File: src/rtl/branch_resolver_pkg.sv
// rtl/branch_resolver_pkg.sv - shared types and defaults for the branch resolver
package branch_resolver_pkg;
  localparam int XLEN      = 32;
  localparam int BRQ_DEPTH = 8;

  typedef struct packed {
    logic            hit;
    logic [XLEN-1:0] pc;
    logic [XLEN-1:0] target;
  } pred_entry_t;
endpackage

File: src/rtl/branch_resolver_if.sv
// rtl/branch_resolver_if.sv - fetch/execute/BTB signal bundle seen by the branch resolver
interface branch_resolver_if;
  import branch_resolver_pkg::*;

  logic            pred_valid_i;
  logic            pred_ready_o;
  logic [XLEN-1:0] pred_pc_i;
  logic            pred_hit_i;
  logic [XLEN-1:0] pred_target_i;
  logic            res_valid_i;
  logic            res_ready_o;
  logic            res_taken_i;
  logic [XLEN-1:0] res_target_i;
  logic            btb_valid_o;
  logic            btb_del_entry_o;
  logic [XLEN-1:0] btb_update_pc_o;
  logic [XLEN-1:0] btb_target_o;
  logic            mispred_o;
  logic [XLEN-1:0] redirect_pc_o;

  modport master (
    input  pred_valid_i, pred_pc_i, pred_hit_i, pred_target_i,
    input  res_valid_i, res_taken_i, res_target_i,
    output pred_ready_o, res_ready_o,
    output btb_valid_o, btb_del_entry_o, btb_update_pc_o, btb_target_o,
    output mispred_o, redirect_pc_o
  );

  modport slave (
    output pred_valid_i, pred_pc_i, pred_hit_i, pred_target_i,
    output res_valid_i, res_taken_i, res_target_i,
    input  pred_ready_o, res_ready_o,
    input  btb_valid_o, btb_del_entry_o, btb_update_pc_o, btb_target_o,
    input  mispred_o, redirect_pc_o
  );
endinterface

File: src/rtl/branch_resolver_pred_fifo.sv
// rtl/branch_resolver_pred_fifo.sv - in-order queue of fetch-time predictions with synchronous clear
module pred_fifo
  import branch_resolver_pkg::*;
#(
  parameter int DEPTH = BRQ_DEPTH
) (
  input  logic        clk_i,
  input  logic        rst_i,
  input  logic        clear_i,
  input  logic        push_i,
  input  pred_entry_t push_data_i,
  input  logic        pop_i,
  output pred_entry_t head_o,
  output logic        full_o,
  output logic        empty_o
);
  localparam int AW = $clog2(DEPTH);

  pred_entry_t   mem_q [DEPTH];
  logic [AW-1:0] wr_ptr_q, wr_ptr_d;
  logic [AW-1:0] rd_ptr_q, rd_ptr_d;
  logic [AW:0]   count_q, count_d;
  logic          push_ok, pop_ok;

  assign full_o  = (count_q == (AW+1)'(DEPTH));
  assign empty_o = (count_q == '0);
  assign push_ok = push_i && !full_o && !clear_i;
  assign pop_ok  = pop_i && !empty_o && !clear_i;
  assign head_o  = mem_q[rd_ptr_q];

  always_comb begin
    wr_ptr_d = wr_ptr_q;
    rd_ptr_d = rd_ptr_q;
    count_d  = count_q;
    if (clear_i) begin
      wr_ptr_d = '0;
      rd_ptr_d = '0;
      count_d  = '0;
    end else begin
      if (push_ok) wr_ptr_d = wr_ptr_q + AW'(1);
      if (pop_ok)  rd_ptr_d = rd_ptr_q + AW'(1);
      case ({push_ok, pop_ok})
        2'b10:   count_d = count_q + (AW+1)'(1);
        2'b01:   count_d = count_q - (AW+1)'(1);
        default: count_d = count_q;
      endcase
    end
  end

  always_ff @(posedge clk_i or posedge rst_i) begin
    if (rst_i) begin
      wr_ptr_q <= '0;
      rd_ptr_q <= '0;
      count_q  <= '0;
    end else begin
      wr_ptr_q <= wr_ptr_d;
      rd_ptr_q <= rd_ptr_d;
      count_q  <= count_d;
    end
  end

  // Payload storage needs no reset; occupancy guards every read that matters.
  always_ff @(posedge clk_i) begin
    if (push_ok) mem_q[wr_ptr_q] <= push_data_i;
  end
endmodule

File: src/rtl/branch_resolver.sv
// rtl/branch_resolver.sv - matches queued predictions against resolutions, drives BTB update and redirect
module branch_resolver
  import branch_resolver_pkg::*;
#(
  parameter int DEPTH = BRQ_DEPTH,
  parameter int CNT_W = 32
) (
  input  logic              clk_i,
  input  logic              rst_i,
  input  logic              flush_i,
  branch_resolver_if.master bus,
  output logic [CNT_W-1:0]  res_cnt_o,
  output logic [CNT_W-1:0]  mispred_cnt_o
);
  pred_entry_t push_entry, head;
  logic        full, empty, fifo_clear;
  logic        pop_fire, mispredict, take_upd, del_upd;

  logic             btb_valid_q, btb_valid_d;
  logic             btb_del_q, btb_del_d;
  logic [XLEN-1:0]  btb_pc_q, btb_pc_d;
  logic [XLEN-1:0]  btb_target_q, btb_target_d;
  logic             mispred_q, mispred_d;
  logic [XLEN-1:0]  redirect_q, redirect_d;
  logic [CNT_W-1:0] res_cnt_q, res_cnt_d;
  logic [CNT_W-1:0] mispred_cnt_q, mispred_cnt_d;

  assign push_entry = '{hit: bus.pred_hit_i, pc: bus.pred_pc_i, target: bus.pred_target_i};

  pred_fifo #(.DEPTH(DEPTH)) u_fifo (
    .clk_i      (clk_i),
    .rst_i      (rst_i),
    .clear_i    (fifo_clear),
    .push_i     (bus.pred_valid_i),
    .push_data_i(push_entry),
    .pop_i      (pop_fire),
    .head_o     (head),
    .full_o     (full),
    .empty_o    (empty)
  );

  assign pop_fire = bus.res_valid_i && !empty && !flush_i;

  // A taken branch needs a (re)write unless the BTB already holds the right target;
  // a predicted-taken branch that fell through must be evicted.
  assign take_upd   = bus.res_taken_i && (!head.hit || (head.target != bus.res_target_i));
  assign del_upd    = !bus.res_taken_i && head.hit;
  assign mispredict = (head.hit != bus.res_taken_i) ||
                      (head.hit && bus.res_taken_i && (head.target != bus.res_target_i));

  // Younger entries were fetched down the wrong path once the oldest mispredicts.
  assign fifo_clear = flush_i || (pop_fire && mispredict);

  always_comb begin
    btb_valid_d   = pop_fire && (take_upd || del_upd);
    btb_del_d     = pop_fire && del_upd;
    btb_pc_d      = btb_valid_d ? head.pc : '0;
    btb_target_d  = (pop_fire && take_upd) ? bus.res_target_i : '0;
    mispred_d     = pop_fire && mispredict;
    redirect_d    = '0;
    if (mispred_d) redirect_d = bus.res_taken_i ? bus.res_target_i : head.pc + XLEN'(4);
    res_cnt_d     = res_cnt_q + (pop_fire ? CNT_W'(1) : '0);
    mispred_cnt_d = mispred_cnt_q + (mispred_d ? CNT_W'(1) : '0);
  end

  always_ff @(posedge clk_i or posedge rst_i) begin
    if (rst_i) begin
      btb_valid_q   <= 1'b0;
      btb_del_q     <= 1'b0;
      btb_pc_q      <= '0;
      btb_target_q  <= '0;
      mispred_q     <= 1'b0;
      redirect_q    <= '0;
      res_cnt_q     <= '0;
      mispred_cnt_q <= '0;
    end else begin
      btb_valid_q   <= btb_valid_d;
      btb_del_q     <= btb_del_d;
      btb_pc_q      <= btb_pc_d;
      btb_target_q  <= btb_target_d;
      mispred_q     <= mispred_d;
      redirect_q    <= redirect_d;
      res_cnt_q     <= res_cnt_d;
      mispred_cnt_q <= mispred_cnt_d;
    end
  end

  assign bus.pred_ready_o    = !full;
  assign bus.res_ready_o     = !empty;
  assign bus.btb_valid_o     = btb_valid_q;
  assign bus.btb_del_entry_o = btb_del_q;
  assign bus.btb_update_pc_o = btb_pc_q;
  assign bus.btb_target_o    = btb_target_q;
  assign bus.mispred_o       = mispred_q;
  assign bus.redirect_pc_o   = redirect_q;
  assign res_cnt_o           = res_cnt_q;
  assign mispred_cnt_o       = mispred_cnt_q;
endmodule

File: src/flat_wrapper.sv
// flat-port wrapper written by rule: the top's interface ports become plain ports
module branch_resolver_flat import branch_resolver_pkg::*;
#(
  parameter int DEPTH = BRQ_DEPTH,
  parameter int CNT_W = 32
)
  (clk_i, rst_i, flush_i, res_cnt_o, mispred_cnt_o, bus_pred_valid_i, bus_pred_pc_i, bus_pred_hit_i, bus_pred_target_i, bus_res_valid_i, bus_res_taken_i, bus_res_target_i, bus_pred_ready_o, bus_res_ready_o, bus_btb_valid_o, bus_btb_del_entry_o, bus_btb_update_pc_o, bus_btb_target_o, bus_mispred_o, bus_redirect_pc_o);
  branch_resolver_if bus_i ();
  input  logic clk_i;
  input  logic rst_i;
  input  logic flush_i;
  output logic [CNT_W-1:0] res_cnt_o;
  output logic [CNT_W-1:0] mispred_cnt_o;
  input wire logic [$bits(bus_i.pred_valid_i)-1:0] bus_pred_valid_i;
  input wire logic [$bits(bus_i.pred_pc_i)-1:0] bus_pred_pc_i;
  input wire logic [$bits(bus_i.pred_hit_i)-1:0] bus_pred_hit_i;
  input wire logic [$bits(bus_i.pred_target_i)-1:0] bus_pred_target_i;
  input wire logic [$bits(bus_i.res_valid_i)-1:0] bus_res_valid_i;
  input wire logic [$bits(bus_i.res_taken_i)-1:0] bus_res_taken_i;
  input wire logic [$bits(bus_i.res_target_i)-1:0] bus_res_target_i;
  output wire logic [$bits(bus_i.pred_ready_o)-1:0] bus_pred_ready_o;
  output wire logic [$bits(bus_i.res_ready_o)-1:0] bus_res_ready_o;
  output wire logic [$bits(bus_i.btb_valid_o)-1:0] bus_btb_valid_o;
  output wire logic [$bits(bus_i.btb_del_entry_o)-1:0] bus_btb_del_entry_o;
  output wire logic [$bits(bus_i.btb_update_pc_o)-1:0] bus_btb_update_pc_o;
  output wire logic [$bits(bus_i.btb_target_o)-1:0] bus_btb_target_o;
  output wire logic [$bits(bus_i.mispred_o)-1:0] bus_mispred_o;
  output wire logic [$bits(bus_i.redirect_pc_o)-1:0] bus_redirect_pc_o;
  assign bus_i.pred_valid_i = bus_pred_valid_i;
  assign bus_i.pred_pc_i = bus_pred_pc_i;
  assign bus_i.pred_hit_i = bus_pred_hit_i;
  assign bus_i.pred_target_i = bus_pred_target_i;
  assign bus_i.res_valid_i = bus_res_valid_i;
  assign bus_i.res_taken_i = bus_res_taken_i;
  assign bus_i.res_target_i = bus_res_target_i;
  assign bus_pred_ready_o = bus_i.pred_ready_o;
  assign bus_res_ready_o = bus_i.res_ready_o;
  assign bus_btb_valid_o = bus_i.btb_valid_o;
  assign bus_btb_del_entry_o = bus_i.btb_del_entry_o;
  assign bus_btb_update_pc_o = bus_i.btb_update_pc_o;
  assign bus_btb_target_o = bus_i.btb_target_o;
  assign bus_mispred_o = bus_i.mispred_o;
  assign bus_redirect_pc_o = bus_i.redirect_pc_o;
  branch_resolver #(.DEPTH(DEPTH), .CNT_W(CNT_W)) u_core (.clk_i(clk_i), .rst_i(rst_i), .flush_i(flush_i), .bus(bus_i), .res_cnt_o(res_cnt_o), .mispred_cnt_o(mispred_cnt_o));
endmodule
File: config.mk
export PLATFORM = sky130hd
export DESIGN_NAME = branch_resolver_flat
export DESIGN_NICKNAME = d
export VERILOG_FILES = /design/src/rtl/branch_resolver_pkg.sv /design/src/rtl/branch_resolver_if.sv /design/src/rtl/branch_resolver_pred_fifo.sv /design/src/rtl/branch_resolver.sv /design/src/flat_wrapper.sv
export SDC_FILE = /design/constraint.sdc
export NUM_CORES = 1
export LEC_CHECK = 0
export ABC_CLOCK_PERIOD_IN_PS = 14900
export BUFFER_PORTS_ARGS = -buffer_cell sky130_fd_sc_hd__buf_4
export CORE_UTILIZATION = 29
export CTS_BUF_LIST = sky130_fd_sc_hd__clkbuf_8
export CTS_CLUSTER_DIAMETER = 30
export DETAILED_ROUTE_END_ITERATION = 8
export GPL_TIMING_DRIVEN = 0
export SLEW_MARGIN = 15
export SYNTH_ARGS = -nofsm -noshare
export SYNTH_HDL_FRONTEND = slang
export SYNTH_SLANG_ARGS = --single-unit
File: constraint.sdc
create_clock -name clk_i -period 14.9 [get_ports clk_i]
set_clock_uncertainty 0.2 [all_clocks]
set_input_delay 0 -clock clk_i [delete_from_list [all_inputs] [get_ports clk_i]]
set_output_delay 0 -clock clk_i [all_outputs]
set_load 0.02 [all_outputs]
# --- After elaboration in Yosys (flattened, before gate mapping) ---
# Memory sizes are Yosys's and may differ from the RTL's.
# Cells that the tools add are included.
totals:
  reg_bits: 173
  ramBits: 520
  output_inout_bits: 165
  n_memories: 1
classes:
  n_addsub: 7
  n_eq_ne: 5
  muxes: 14
  reduce_logical: 28
memory_table:
  columns: ["memory", "depth", "width", "rd", "rd_clocked_by_memory_dff", "write_ports", "line_no", "rtl"]
  rows:
  - ["u_core.u_fifo.mem_q", 8, 65, 1, 0, 1, "branch_resolver_pred_fifo.sv:19", "pred_entry_t mem_q [DEPTH];"]
ops:
  columns: ["op", "n"]
  rows:
  - ["$mux W32", 4]
  - ["$add A32 B32 Y32", 2]
  - ["$add A32 B3 Y32 const B", 1]
  - ["$ne A32 B32 Y1", 1]
  - ["$logic_and A1 B1 Y1", 14]
  - ["$mux W3", 4]
  - ["$pmux W4 S2", 1]
  - ["$add A3 B1 Y3 const B", 2]
  - ["$logic_not A1 Y1", 6]
  - ["$add A4 B1 Y4 const B", 1]
  - ["$eq A4 B4 Y1 const B", 1]
  - ["$logic_not A4 Y1", 1]
  - ["$logic_or A1 B1 Y1", 4]
  - ["$mux W1", 4]
  - ["$mux W4", 1]
  - ["$reduce_bool A2 Y1", 2]
  - ["$sub A4 B1 Y4 const B", 1]
  - ["$reduce_bool A3 Y1", 1]
  - ["$eq A2 B1 Y1 const B", 1]
  - ["$eq A2 B2 Y1 const B", 1]
  - ["$ne A1 B1 Y1", 1]

# --- Longest topological paths before layout ---
# Gate-level depths: netlist of the first run.
logic_depth:
  depth_word: 11
  mapped_depth: 21
  depth_no_buf: 16

# --- By module ---
# From an unflattened synthesis of the first run, not the netlist that was laid out.
hier_totals:
  cells_unflattened: 1495
  hier_area_um2: 27530.2
modules_own_cells:
  columns: ["mod", "instances", "cells_per_inst", "area_per_inst_um2", "seq_area_each_um2"]
  rows:
  - ["pred_fifo", 1, 830, 20186.9, 15865.2]
  - ["branch_resolver", 1, 665, 7343.3, 4078.9]

# --- Least setup slack after synthesis of the first run ---
# No wires, ideal clock.
synth_timing:
  kind: "register -> register"
  startpoint: "reg u_core.u_fifo.rd_ptr_q[0]"
  endpoint: "mem u_core.u_fifo.mem_q[0][0] (netlist name) (enable)"
  setup_ps: 650
  t_arrival_ps: 8613
  setup_slack_ps: 5437
  path_stages_with_launch: 12
  synth_period_minus_slack_ps: 9463
  path_cell_list: "dfrtp_1 > buf_6 > buf_12 > buf_12 > buf_6 > buf_6 > mux4_2 > mux2_2 > ha_1 > inv_1 > o21ai_2 > nor4bb_1"
synth_between:
  elab_chain_cells: 10
  elab_cells_between_ends: 12
  classes_between: "eq/ne (2); mux (2); reduce/logical (7); memory (1)"
synth_rtl:
  columns: ["item", "line_no", "rtl"]
  rows:
  - ["from (decl)", "branch_resolver_pred_fifo.sv:21", "logic [AW-1:0] rd_ptr_q, rd_ptr_d;"]
  - ["from (signal assigned)", "branch_resolver_pred_fifo.sv:57", "rd_ptr_q <= rd_ptr_d;"]
  - ["$mem_v2 Z8 W65 (*)", null, null]
  - ["$ne A32 B32 Y1 or $logic_and A1 B1 Y1 (tied branches)", "branch_resolver.sv:49", "(head.hit && bus.res_taken_i && (head.target != bus.res_target_i));"]
  - ["$logic_and A1 B1 Y1", "branch_resolver.sv:49", null]
  - ["$logic_or A1 B1 Y1 (*)", "branch_resolver.sv:48", "assign mispredict = (head.hit != bus.res_taken_i) ||"]
  - ["$logic_and A1 B1 Y1 (*)", "branch_resolver.sv:52", "assign fifo_clear = flush_i || (pop_fire && mispredict);"]
  - ["$logic_or A1 B1 Y1 (*)", "branch_resolver.sv:52", null]
  - ["$logic_not A1 Y1 (*)", "branch_resolver_pred_fifo.sv:27", "assign push_ok = push_i && !full_o && !clear_i;"]
  - ["$logic_and A1 B1 Y1 (*)", "branch_resolver_pred_fifo.sv:27", null]
  - ["$mux W1 (*)", "branch_resolver_pred_fifo.sv:64", "if (push_ok) mem_q[wr_ptr_q] <= push_data_i;"]
  - ["$mux W1 (not written as such) (*)", "branch_resolver_pred_fifo.sv:64", null]
  - ["to (decl)", "branch_resolver_pred_fifo.sv:19", null]
# Every way passes the cells marked *; elsewhere a longest branch is shown, timed or not.

# --- Worst setup path after layout of the first run ---
layout_timing:
  startpoint: "reg u_core.u_fifo.rd_ptr_q[0]"
  endpoint: "reg u_core.u_fifo.count_q[3]"
layout_between:
  elab_chain_cells: 11
  elab_cells_between_ends: 16
  classes_between: "eq/ne (4); mux (2); reduce/logical (9); memory (1)"
layout_rtl:
  columns: ["item", "line_no", "rtl"]
  rows:
  - ["$mem_v2 Z8 W65 (*)", null, null]
  - ["$ne A32 B32 Y1 or $logic_and A1 B1 Y1 (tied branches)", "branch_resolver.sv:49", null]
  - ["$logic_and A1 B1 Y1", "branch_resolver.sv:49", null]
  - ["$logic_or A1 B1 Y1 (*)", "branch_resolver.sv:48", null]
  - ["$logic_and A1 B1 Y1 (*)", "branch_resolver.sv:52", null]
  - ["$logic_or A1 B1 Y1 (*)", "branch_resolver.sv:52", null]
  - ["$logic_not A1 Y1", "branch_resolver_pred_fifo.sv:27, branch_resolver_pred_fifo.sv:28", null]
  - ["$logic_and A1 B1 Y1 (on tied branches)", "branch_resolver_pred_fifo.sv:28, branch_resolver_pred_fifo.sv:27", null]
  - ["$eq A2 B1 Y1 or $eq A2 B2 Y1 (tied branches)", "branch_resolver_pred_fifo.sv:42", "case ({push_ok, pop_ok})"]
  - ["$pmux W4 S2", "branch_resolver_pred_fifo.sv:42", null]
  - ["$mux W4", "branch_resolver_pred_fifo.sv:35", "if (clear_i) begin"]
  - ["to (signal assigned)", "branch_resolver_pred_fifo.sv:58", "count_q <= count_d;"]
  - ["to (decl)", "branch_resolver_pred_fifo.sv:22", "logic [AW:0] count_q, count_d;"]
# Marks and branches as above.
# A chain may end at the register's enable or synchronous reset.

==> results.cfg, run 1 <==
[global_routing]
grt_pass1_vias = 17500
grt-ovfl-total = 0
grt_first_pass_wirelength_um = 118000
grt_usage_pct = 17.3
antenna_found_initial = 22
grt_max_degree = 91

[placed_design]
dpl_cell_area_um2 = 31900
dp.cells = 3122
place_congestion = 0.814
post-place-ws_ns = 8.96
numPortBuffers = 267
dp_hpwl_um = 58400

[clocking]
cts_tree = built
ctsResizeCount = 0
clk_latency_ns = 0.79
hold_buffers = 209
clockRootBuffer = clkbuf_8
cts_buffers = 130
clockBufferDepth = 3
cts.htree.levels = 4
cts_setup_buffers = 0
clock_sinks = 693
clkTransAtPathRegs_ns = 0.06

[logic_synthesis]
synth_edf_count = 520
syn_area_um2 = 27500
syn_avg_cell_area_um2 = 17.7
ys_seq_area_share_pct = 72.5
yosysWarnings = 0
ys.flop_type = edfxtp_1
syn_nets = 1667
ys_ff_latch = 693
synth_cell_type_count = 62
async_reset_ff_share_pct = 25.0
synthCells = 1551

[floorplan]
dieArea_um2 = 96200
io-pin-count = 268
rows = 112
core_um2 = 93600
initial_core_util_pct = 29.4
die_y_um = 310
die_w_um = 310

[timing]
slew-limit-headroom_pct = 27.2
rsz0062_at_grt = no
finalCriticalPeriod_ns = 6.49
finalCritPeriodShare_pct = 43.6
tightest_slew_ns = 1.06
max_freq_ghz = 0.154
final_hold_viol_count = 0
finalSetupTns_ns = 0
setup_viol = 0
report.final.slew_viol_count = 0
holdWs_ns = 0.0956
fin_ws_ns = 8.41

[detailed_routing]
antenna_left = 0
dr.pass1.iters = 5
finalWirelength_um = 83000
drc = 0
vias = 17000
vias_per_cell = 4.76
drtIter0Drc = 1374
wl_per_cell_um = 23.2

[worst_setup_path]
cp_slowest_cell = nor4_1
worstPathCellList = buf_6 > buf_12 > buf_12 > nand2_1 > clkbuf_1 > o22ai_1 > o21ai_0 > nand4_1 > dlygate4sd3_1 > nor4_1 > a41oi_1 > o21ai_2 > buf_2 > nand2_1 > ha_1 > ha_1 > a31o_2 > a21oi_1 > o21ai_0 > xor2_1 > a211oi_2
path_class = flip-flop to flip-flop
ff2ff_path_depth = 21
cp_data_required_time_ns = 15.39
worstPathMaxFanout = 10
arrival_ns = 6.98
slowest_delay_ns = 0.76
worstSetupStartpointType = flip-flop
cp-end-kind = flip-flop

[pwr]
peakVddDrop_v = 0.0000807
power_per_cell_area_nw_per_um2 = 118
p_leak_nw = 13.6
power_mw = 4.32

[flow_run]
cap_violations = 0

[cells_and_area]
syn_to_final_growth_pct = 33.0
num-nets-final = 2325
instances_no_fill = 3569
fillers = 8637
layout_common_cells = edfxtp_1 (520), buf_4 (273), dlygate4sd3_1 (209)
fin_util_pct = 39.1
drive_above_1_share_pct = 30.9
final_area_um2 = 36600
layout_commonest_cell = edfxtp_1

[hold_path]
whs_path_depth = 5
hold_class = primary input to flip-flop

[run_status]
status = completed
final timing paths:
path	startpoint	slack, ns	endpoint
min	bus_res_target_i[24]	0.1	u_core.bus.redirect_pc_o[24]
min reg2reg	u_core.res_cnt_o[31]	0.27	u_core.res_cnt_o[31]
max reg2reg	u_core.u_fifo.rd_ptr_q[0]	8.41	u_core.u_fifo.count_q[3]
max in group asynchronous	rst_i	13.23	u_core.bus.btb_target_o[14]
max	u_core.u_fifo.rd_ptr_q[0]	8.41	u_core.u_fifo.count_q[3]
min in group asynchronous	rst_i	0.33	u_core.res_cnt_o[18]
where the power goes:
part	internal, mW	leakage (nW)	switching [mW]	total (mW)
clock network	1.04	1.46	0.827	1.87
registers	2.12	7.10	0.0174	2.14
logic	0.140	5.07	0.182	0.322
total	3.30	13.6	1.03	4.32
cell usage after synthesis (all sizes together), types with 3 or more instances:
cell / number / area, um^2
nor3b: 3 / 32.5
o21a: 3 / 22.5
nand2b: 9 / 56.3
and2: 35 / 219
o21ai: 23 / 123
a22o: 11 / 96.3
mux2i: 86 / 861
nand3b: 5 / 37.5
dfrtp: 173 / 4330
o22ai: 20 / 125
nor4b: 3 / 45.0
mux4: 98 / 2230
and4: 3 / 26.3
nor2: 62 / 233
nor2b: 6 / 37.5
buf: 50 / 359
nor4: 7 / 77.6
nand2: 68 / 255
xor2: 52 / 455
or3: 16 / 100
nand4: 25 / 169
inv: 16 / 60.1
xnor2: 56 / 490
a211oi: 11 / 113
nand3: 25 / 125
a21oi: 55 / 279
mux2: 35 / 394
or4: 3 / 22.5
clkbuf: 15 / 56.3
nor3: 17 / 95.1
and3: 9 / 56.3
ha: 13 / 163
edfxtp: 520 / 15600
state kept, by name, indices dropped and copies added (netlist names), 3 cells and up:
signal / flops
u_core.bus.btb_update_pc_o: 32
u_core.res_cnt_o: 32
u_core.u_fifo.wr_ptr_q: 3
u_core.u_fifo.count_q: 4
u_core.u_fifo.rd_ptr_q: 3
u_core.mispred_cnt_o: 32
u_core.bus.btb_target_o: 32
u_core.u_fifo.mem_q: 520
u_core.bus.redirect_pc_o: 32
critical path, delay by kind of cell (launching register included):
family                   cells  cell delay [ns]
XOR/XNOR                     1             0.17
adder cells (fa/ha/maj)      2             0.63
AO/OA/AOI/OAI                8             1.91
flip-flops                   1             0.39
buffers and inverters        6             2.01
AND/OR/NAND/NOR              4             1.10
cells by family after synthesis:
kind of cell	Yosys count	synth area share [%]
and+or+nand+nor	303	6.01
muxes	219	12.7
xor gates and xnor gates	108	3.44
AOI/OAI and AO/OA	134	3.11
adders and majority gates	13	0.591
DFF	693	72.5
buffers and inverters	81	1.73
per-layer routing:
layer  GRT usage (%)  up-vias  part of all wire, %
met5               0        -                0.077
met4            5.60       10                  1.9
met3            6.87      130                   12
met2            26.2      816                   45
met1            22.5     8633                   41
li1                -     7382                    -
cell type report:
| cell class | instances | area (um^2) | area share (%) |
|---|---|---|---|
| clock inverters | 92 | 722 | 1.97 |
| multi-input cells | 777 | 7170 | 19.6 |
| diodes | 6 | 15.0 | 0.0410 |
| well taps | 1254 | 1570 | 4.29 |
| inverters | 16 | 67.6 | 0.185 |
| plain buffers | 65 | 415 | 1.13 |
| repair buffers | 526 | 4780 | 13.1 |
| clock buffers | 140 | 1930 | 5.26 |
| flip-flops and latches | 693 | 19900 | 54.5 |
Power figures use the tool's default switching activity.
==> run 2, diff against run 1 <==
Settings changed: ABC_AREA set to 1, ABC_CLOCK_PERIOD_IN_PS 14900 to 5450.
Clock period 14.9 ns to 5.45 ns, I/O delays scaled along.
==> results.cfg, run 2 <==
[logic_synthesis]
netlist_top_cells_count = nand2_1 (645), edfxtp_1 (520), nor2_1 (377), inv_1 (221), nand3_1 (203)
synth-xor-area-share_pct = 2.18
yosysWarnings = 0
syn_avg_cell_area_um2 = 10.7
syn_nets = 2861
synth_compound_area_share_pct = 6.18
ys_ff_latch = 693
synth.area.mux_share_pct = 0
ys_seq_area_share_pct = 68.0
ys.flop_type = edfxtp_1
async_reset_ff_share_pct = 25.0
synth_top_cell_by_area = edfxtp_1
synth_area_leaders = edfxtp_1 (53%), dfrtp_1 (15%), nand2_1 (8.3%)
synth.most_common_cell = nand2_1
synth_cell_type_count = 41
synthCells = 2745
synth_edf_count = 520
synth-adder-area-share_pct = 0.554
synth_top_family_by_area = simple AND/OR/NAND/NOR gates
synth_top_area_share_pct = 53.2
synthSimpleGateAreaFrac_pct = 17.6
syn_area_um2 = 29300

[timing]
finalSetupTns_ns = 0
slew-limit-headroom_pct = 47.3
tightest_slew_ns = 0.789
setup_viol = 0
finalCritPeriodShare_pct = 93.3
report.final.slew_viol_count = 0
finalCriticalPeriod_ns = 5.09
holdWs_ns = 0.0912
final_hold_viol_count = 0
max_freq_ghz = 0.197

[cells_and_area]
fin_util_pct = 39.4
regMostFlops = u_core.u_fifo.mem_q
largest_reg_flops = 520
syn_to_final_growth_pct = 34.6
fillers = 9736
layout_common_cells = nand2_1 (645), edfxtp_1 (520), nor2_1 (363)
drive_above_1_share_pct = 19.4
instances_no_fill = 4854
num-nets-final = 3534
layout_commonest_cell = nand2_1

[pwr]
power_mw = 15.3
internal_power_mw = 10.6
peakVddDrop_v = 0.000168
power_per_cell_area_nw_per_um2 = 386
pwr-share-seq_pct = 38.7
p_clk_share_pct = 42.2
p_switching_mw = 4.66
p_leak_nw = 16.9
comb_power_share_pct = 19.1
switching_share_pct = 30.5

[hold_path]
hold_path_end = u_core.bus.redirect_pc_o[24]
hold_start = bus_res_target_i[24]
hold_class = primary input to flip-flop
whs_path_depth = 4

[clocking]
cts.htree.levels = 4
clk_latency_ns = 0.83
clockRootBuffer = clkbuf_8
clock_sinks = 693
clockBufferDepth = 3
clkTransAtPathRegs_ns = 0.05
cts_tree = built
cts_buffers = 159

[detailed_routing]
finalWirelength_um = 106000
drc = 0
antenna_left = 0
drtIter0Drc = 2200
dr.pass1.iters = 7
vias = 23400
wl_per_cell_um = 21.9
vias_per_cell = 4.82

[global_routing]
grt_pass1_vias = 22500
antenna_found_initial = 13
grt_first_pass_wirelength_um = 151000
grt-ovfl-total = 0
grt_max_degree = 99
grt_usage_pct = 20.4

[floorplan]
die_w_um = 320
rows = 116
io-pin-count = 268
core_um2 = 100000
initial_core_util_pct = 29.3
die_y_um = 320
dieArea_um2 = 102000

[placed_design]
dp.cells = 4337
dp_hpwl_um = 73200
place_congestion = 0.943
numPortBuffers = 267

[worst_setup_path]
ff2ff_path_depth = 26
r2r_setup_slack_ns = 0.36
r2r_end = u_core.mispred_cnt_o[27]
worstSetupStartpointType = flip-flop
worstPathMaxFanout = 19
timing.rr.start = u_core.u_fifo.rd_ptr_q[0]
cp_data_required_time_ns = 5.91
cp-end-kind = flip-flop
path_class = flip-flop to flip-flop
arrival_ns = 5.55

[run_status]
status = completed

[flow_run]
cap_violations = 0
[run 2: cell types whose count changed in the layout (fill, tap and decap cells not counted), moves of 34 or more]
cell / before / now
o21ai_0: 21 / 196
xnor2_1: 56 / 19
mux2_2: 35 / 0
nor2_1: 62 / 363
mux2i_1: 86 / 0
nand2_1: 68 / 645
inv_1: 45 / 248
nand3_1: 25 / 202
buf_4: 273 / 307
mux4_2: 91 / 0
[run 2: per-layer routing]
metal	part of all wire [%]	track usage (%)	up-vias	routed length, um
met5	0.065	0	-	69
li1	-	-	10600	-
met1	42	27.0	11300	44500
met4	4.2	9.67	10	4500
met2	44	31.4	1184	47200
met3	9.3	5.13	227	9890
[run 2: cells by family (layout without fill, tap and decap cells)]
logic type | count (synthesis) | after routing
simple gates | 1273 | 1273
flops | 693 | 693
buf+inv | 350 | 1155
compound gates | 343 | 343
xor+xnor | 73 | 73
fa+ha+maj | 13 | 13
other cells | 0 | 6
[run 2: power by group through the flow]
stage | Clock (mW) | Combinational, mW | Sequential (mW)
2_1_floorplan | 0 | 1.49 | 6.09
3_3_place_gp | 0 | 2.64 | 6.02
3_5_place_dp | 0 | 2.71 | 6.01
4_1_cts | 6.53 | 2.87 | 5.91
5_1_grt | 6.80 | 3.13 | 5.92
6_report | 6.44 | 2.91 | 5.91
[run 2: worst max path at each step]
stage / end / start / depth (start not counted)
after global placement: u_core.u_fifo.mem_q[0][46] / u_core.u_fifo.rd_ptr_q[1] / 14
final: u_core.mispred_cnt_o[27] / u_core.u_fifo.rd_ptr_q[0] / 26
after detailed placement: u_core.mispred_cnt_o[26] / u_core.u_fifo.rd_ptr_q[1] / 26
after CTS: u_core.mispred_cnt_o[27] / u_core.u_fifo.rd_ptr_q[1] / 26
after floorplan: u_core.u_fifo.mem_q[0][0] / u_core.u_fifo.rd_ptr_q[0] / 15
after global routing: u_core.mispred_cnt_o[27] / u_core.u_fifo.rd_ptr_q[2] / 24
[run 2: timing repair]
item,in CTS,in global routing
buffers inserted,2,3
pin swaps,2,4
hold buffers,218,0
setup endpoints to repair,14,12
hold endpoints to repair,864,0
resized for setup,19,20
[run 2: area by class of cell]
cell class,instances,area [um^2],area share [%]
Buffer,119,774,1.96
Antenna cell,6,15.0,0.0380
Inverter,226,862,2.18
Multi-Input combinational cell,1702,7900,20.0
Sequential cell,693,19900,50.5
Clock buffer,173,2380,6.03
Tap cell,1298,1620,4.11
Timing Repair Buffer,517,4840,12.3
Clock inverter,120,1140,2.89
[run 2: per-stage QoR]
step | area, um^2 | setup slack (ns)
global placement | 33000 | -4.71
CTS | 39400 | 0.0249
floorplan | 29300 | -0.0736
finish | 39500 | 0.365
detailed placement | 33700 | -0.913
global route | 39500 | -0.00246
[run 2: worst max-delay path, stage by stage (launching register included)]
cell        delay [ns]
dfrtp_1           0.36
buf_6             0.17
buf_6             0.16
buf_6             0.31
buf_4             0.26
o21ai_0           0.11
o22ai_1           0.19
nor2_1            0.09
a31oi_4           0.27
ha_1              0.29
nand2_1           0.07
nand2_1           0.05
buf_4             0.20
clkinvlp_4        0.14
ha_1              0.18
nand2_1           0.07
nor2_2            0.13
nand3_1           0.13
nor2_2            0.19
nand3_2           0.13
nor2_2            0.15
nand2_1           0.10
nor3_4            0.16
nand4_1           0.25
nor2_4            0.24
nand2_1           0.12
o22a_1            0.21
